===== src/rtl/nrzi_rx_deser.sv =====
// nrzi_rx_deser: NRZI decoder, sync hunter and byte deserializer with a one-byte output buffer.
// Optional NRZI_RX_PARITY_EN adds a 9th odd-parity bit per byte.  Rev 1.0
`default_nettype none

module nrzi_rx_deser #(
  parameter logic [7:0] SYNC_BYTE = 8'h7E,
  parameter int         FRAME_LEN = 4
) (
  input  logic       clk,
  input  logic       rst,
  input  logic       line_in,
  input  logic       bit_en,
  output logic [7:0] out_data,
  output logic       out_valid,
  input  logic       out_ready,
  output logic       sync_lock,
  output logic       overrun,
  output logic       parity_err
);

  localparam logic [0:0] S_HUNT = 1'b0;
  localparam logic [0:0] S_RECV = 1'b1;
`ifdef NRZI_RX_PARITY_EN
  localparam logic [3:0] LAST_BIT = 4'd8;
`else
  localparam logic [3:0] LAST_BIT = 4'd7;
`endif
  localparam logic [7:0] LAST_BYTE = 8'(FRAME_LEN - 1);

  logic [0:0] state_q, state_d;
  logic       prev_q, prev_d;
  logic [7:0] sh_q, sh_d;
  logic [3:0] bit_cnt_q, bit_cnt_d;
  logic [7:0] byte_cnt_q, byte_cnt_d;
  logic [7:0] out_data_q, out_data_d;
  logic       out_valid_q, out_valid_d;
  logic       sync_lock_q, sync_lock_d;
  logic       overrun_q, overrun_d;

  logic       dec_bit;
  logic [7:0] sh_upd;
  logic [7:0] byte_val;
  logic       byte_done;
  logic       frame_done;

  assign dec_bit = line_in ^ prev_q;
  assign sh_upd  = {dec_bit, sh_q[7:1]};

`ifdef NRZI_RX_PARITY_EN
  // The 9th bit is parity, so the data byte is the register contents before it shifts in.
  assign byte_val = sh_q;
  logic parity_err_q, parity_err_d;
  always_comb begin
    parity_err_d = parity_err_q;
    if (byte_done && ((^sh_q) ^ dec_bit) == 1'b0) begin
      parity_err_d = 1'b1;
    end
  end
  always_ff @(posedge clk) begin
    if (rst) parity_err_q <= 1'b0;
    else     parity_err_q <= parity_err_d;
  end
  assign parity_err = parity_err_q;
`else
  assign byte_val   = sh_upd;
  assign parity_err = 1'b0;
  logic sh_lsb_unused;
  assign sh_lsb_unused = sh_q[0];
`endif

  // FSM: state register
  always_ff @(posedge clk) begin
    if (rst) state_q <= S_HUNT;
    else     state_q <= state_d;
  end

  // FSM: next state
  always_comb begin
    state_d    = state_q;
    byte_done  = 1'b0;
    frame_done = 1'b0;
    if (bit_en) begin
      case (state_q)
        S_HUNT: begin
          if (sh_upd == SYNC_BYTE) state_d = S_RECV;
        end
        S_RECV: begin
          if (bit_cnt_q == LAST_BIT) begin
            byte_done = 1'b1;
            if (byte_cnt_q == LAST_BYTE) begin
              frame_done = 1'b1;
              state_d    = S_HUNT;
            end
          end
        end
        default: state_d = S_HUNT;
      endcase
    end
  end

  // FSM: outputs and datapath next values
  always_comb begin
    prev_d      = prev_q;
    sh_d        = sh_q;
    bit_cnt_d   = bit_cnt_q;
    byte_cnt_d  = byte_cnt_q;
    out_data_d  = out_data_q;
    out_valid_d = out_valid_q;
    overrun_d   = overrun_q;
    sync_lock_d = (state_d == S_RECV);

    if (bit_en) begin
      prev_d = line_in;
      sh_d   = frame_done ? 8'h00 : sh_upd;
      if (state_q == S_HUNT) begin
        if (state_d == S_RECV) begin
          bit_cnt_d  = 4'd0;
          byte_cnt_d = 8'd0;
        end
      end else if (byte_done) begin
        bit_cnt_d  = 4'd0;
        byte_cnt_d = byte_cnt_q + 8'd1;
      end else begin
        bit_cnt_d = bit_cnt_q + 4'd1;
      end
    end

    // A full buffer that is not being drained this cycle drops the new byte.
    if (byte_done) begin
      if (!out_valid_q || out_ready) begin
        out_data_d  = byte_val;
        out_valid_d = 1'b1;
      end else begin
        overrun_d = 1'b1;
      end
    end else if (out_valid_q && out_ready) begin
      out_valid_d = 1'b0;
    end
  end

  always_ff @(posedge clk) begin
    if (rst) begin
      prev_q      <= 1'b0;
      sh_q        <= 8'h00;
      bit_cnt_q   <= 4'd0;
      byte_cnt_q  <= 8'd0;
      out_data_q  <= 8'h00;
      out_valid_q <= 1'b0;
      sync_lock_q <= 1'b0;
      overrun_q   <= 1'b0;
    end else begin
      prev_q      <= prev_d;
      sh_q        <= sh_d;
      bit_cnt_q   <= bit_cnt_d;
      byte_cnt_q  <= byte_cnt_d;
      out_data_q  <= out_data_d;
      out_valid_q <= out_valid_d;
      sync_lock_q <= sync_lock_d;
      overrun_q   <= overrun_d;
    end
  end

  assign out_data  = out_data_q;
  assign out_valid = out_valid_q;
  assign sync_lock = sync_lock_q;
  assign overrun   = overrun_q;

endmodule

`default_nettype wire


===== config.mk =====
export PLATFORM = sky130hd
export DESIGN_NAME = nrzi_rx_deser
export DESIGN_NICKNAME = d
export VERILOG_FILES = /design/src/rtl/nrzi_rx_deser.sv
export SDC_FILE = /design/constraint.sdc
export NUM_CORES = 1
export LEC_CHECK = 0
export ABC_CLOCK_PERIOD_IN_PS = 2400
export BUFFER_PORTS_ARGS = -buffer_cell sky130_fd_sc_hd__buf_2
export CAP_MARGIN = 20
export CELL_PAD_IN_SITES_DETAIL_PLACEMENT = 0
export CELL_PAD_IN_SITES_GLOBAL_PLACEMENT = 2
export CORE_UTILIZATION = 34
export CTS_BUF_LIST = sky130_fd_sc_hd__clkbuf_16
export DETAILED_ROUTE_END_ITERATION = 8
export PLACE_DENSITY_LB_ADDON = 0.08
export SYNTH_ARGS = -nofsm -noshare
export SYNTH_HDL_FRONTEND = slang
export SYNTH_SLANG_ARGS = --single-unit

===== constraint.sdc =====
create_clock -name clk -period 2.4 [get_ports clk]
set_input_delay 0.48 -clock clk [delete_from_list [all_inputs] [get_ports clk]]
set_output_delay 0.48 -clock clk [all_outputs]
set_load 0.01 [all_outputs]

==> impl_metrics.env <==
export IMPL_status="complete, no violations"
export IMPL_critPathMaxFanout=8
export IMPL_cts_hold_buf=0
export IMPL_grt_start_max_net_pins=26
export IMPL_hpwl_mm=1.87
export IMPL_area_growth_pct=21.5
export IMPL_clock_sink_count=31
export IMPL_wirelength_mm=2.64
export IMPL_clkTransAtPathRegs_ns=0.05
export IMPL_layout_drive_gt1_share=0.170
export IMPL_synth_area_um2=1320
export IMPL_start_util=0.359
export IMPL_path_cells="ha_1, nand3b_2, or2_1, or4_1, a31oi_1"
export IMPL_setup_viol=0
export IMPL_cp_end_kind="flop"
export IMPL_grt_usage=0.146
export IMPL_drc=0
export IMPL_pin_count=17
export IMPL_crit_type="reg2reg"
export IMPL_avgSynthCellArea_um2=9.45
export IMPL_grt_pass1_vias=965
export IMPL_die_area_um2=4140
export IMPL_clock_latency_ns=0.27
export IMPL_drtIter0Drc=36
export IMPL_worst_pin_slew_ns=0.685
export IMPL_antennaDiodeCount=0
export IMPL_chipWidth_um=64.4
export IMPL_post_cts_buffers=0
export IMPL_yosysSeqAreaShare=0.469
export IMPL_final_nets=165
export IMPL_fin_hold_ws_ns=0.457
export IMPL_cts_buffers=5
export IMPL_wl_per_cell_um=12.7
export IMPL_min_period_ns=1.80
export IMPL_startpoint_type="flop"
export IMPL_hold_viol_final=0
export IMPL_slew_headroom=0.541
export IMPL_power_leakage_nw=0.609
export IMPL_port_buffers=15
export IMPL_vias=1077
export IMPL_gp_congestion=0.734
export IMPL_setup_tns_final_ns=0
export IMPL_max_freq_ghz=0.557
export IMPL_core_um2=3690
export IMPL_yosysWarningCount=0
export IMPL_worst_path_largest_cell_delay_ns=0.52
export IMPL_cts_tree="done"
export IMPL_cp_arrival_ns=1.99
export IMPL_dr_pass1_iters=4
export IMPL_syn_nets=147
export IMPL_grt_pass1_wl_mm=4.55
export IMPL_slowest_stage="or4_1"
export IMPL_antenna_found_initial=0
export IMPL_yosys_cell_types_count=36
export IMPL_htreeDepth=2
export IMPL_die_y_um=64.4
export IMPL_maxSlewViolCount=0
export IMPL_max_cap_violations=0
export IMPL_clk_path_buf_depth=2
export IMPL_synth_seq_cells=31
export IMPL_rsz0062_at_grt="false"
export IMPL_power_density_nw_per_um2=771
export IMPL_drtAntennaViolNets=0
export IMPL_rows=22
export IMPL_required_ns=2.59
export IMPL_cts_root_buffer="clkbuf_16"
export IMPL_vdd_drop_max_mv=0.317
export IMPL_cts_resized=0
export IMPL_dp_cells=199
export IMPL_via_per_inst=5.20
export IMPL_final_cell_count_no_fill=207
export IMPL_min_period_over_period=0.748
export IMPL_overflow=0
export IMPL_synthCells=140
export IMPL_finalClockSkew_ns=0.00379
export IMPL_hp_class="reg2reg"
logic make-up after synthesis:
group,share of synthesized area
buffers and inverters,0.0341
other,0.00284
muxes,0.0681
xor gates and xnor gates,0.0132
adders and majority gates,0.0189
AOI/OAI and AO/OA,0.175
DFF,0.469
and+or+nand+nor,0.219
cell usage after synthesis:
cell type,instances,share of area
nor3_2,1,0.0076
a22o_1,1,0.0066
xor2_1,1,0.0066
or4_1,2,0.011
and4_1,1,0.0066
or3_1,2,0.0095
mux2i_1,9,0.068
a22oi_1,1,0.0057
a32o_1,8,0.061
o211ai_1,1,0.0057
buf_4,1,0.0057
a21oi_1,6,0.023
buf_6,1,0.0085
a41oi_1,1,0.0066
a31oi_1,5,0.024
and2_1,3,0.014
and4b_1,1,0.0076
a311oi_1,4,0.026
nand3b_2,1,0.0085
dfxtp_1,31,0.47
ha_1,2,0.019
and3_1,2,0.0095
nand4_1,2,0.0095
inv_1,2,0.0057
nor3_1,3,0.011
conb_1,1,0.0028
nand3_1,7,0.026
clkbuf_1,5,0.014
nor2_1,18,0.051
or2_1,1,0.0047
nand2_1,6,0.017
a211oi_1,1,0.0057
nor2b_1,3,0.014
o21ai_0,3,0.011
xnor2_1,1,0.0066
nand2b_1,2,0.0095
critical path: cells and delay by family, from the launching register on:
family	cells	cell delay, ns
and+or+nand+nor	3	0.98
AOI/OAI and AO/OA	1	0.16
DFF	1	0.36
adders and majority gates	1	0.22
power breakdown:
group | internal [mW] | switching, mW | total, mW
combinational | 0.00959 | 0.0209 | 0.0304
clock | 0.482 | 0.203 | 0.686
sequential | 0.519 | 0.00344 | 0.523
path summary, 6_finish.rpt:
check          startpoint            end  slack (ns)  cells past startpoint
max          bit_cnt_q[0]  byte_cnt_q[7]        0.60                      5
min               overrun        overrun        0.46                      2
max reg2reg  bit_cnt_q[0]  byte_cnt_q[7]        0.60                      5
min reg2reg       overrun        overrun        0.46                      2
through the flow:
stage | instance area, um2 | power [mW] | util | setup WS [ns]
finish | 1610 | 1.24 | 0.436 | 0.604
global route | 1610 | 1.29 | 0.436 | 0.469
CTS | 1610 | 1.26 | 0.436 | 0.592
detailed placement | 1440 | 0.564 | 0.391 | 0.415
global placement | 1440 | 0.563 | 0.391 | 0.433
floorplan | 1320 | 0.555 | - | 0.684
flip-flops by register name, summed over array words and instances, names as in the netlist:
name        flops
byte_cnt_q      8
out_data        8
sh_q            7
bit_cnt_q       4
out_valid       1
overrun         1
prev_q          1
sync_lock       1
cells in the final DEF, fill, tap and decap left out, drive strengths merged, types with 5 or more instances in the layout:
cell type	n
mux2i	9
nand3	7
nor2	18
a32o	8
clkbuf	5
dfxtp	31
nand2	6
buf	18
a21oi	6
a31oi	5
per-layer routing:
layer | part of all wire | GRT usage | vias up
met3 | 0.038 | 0.0393 | 5
met4 | 0.018 | 0.0750 | 0
met2 | 0.40 | 0.205 | 16
met1 | 0.54 | 0.200 | 497
li1 | - | - | 559
met5 | 0 | 0 | -
cell type report:
type                    count  area [um2]
repair buffers             18        97.6
multi-input cells         100         657
inverters                   2        7.51
fillers                   375        2080
flip-flops and latches     31         621
clock inverters             3        38.8
well taps                  48        60.1
clock buffers               5         125
Power figures use the tool's default switching activity.
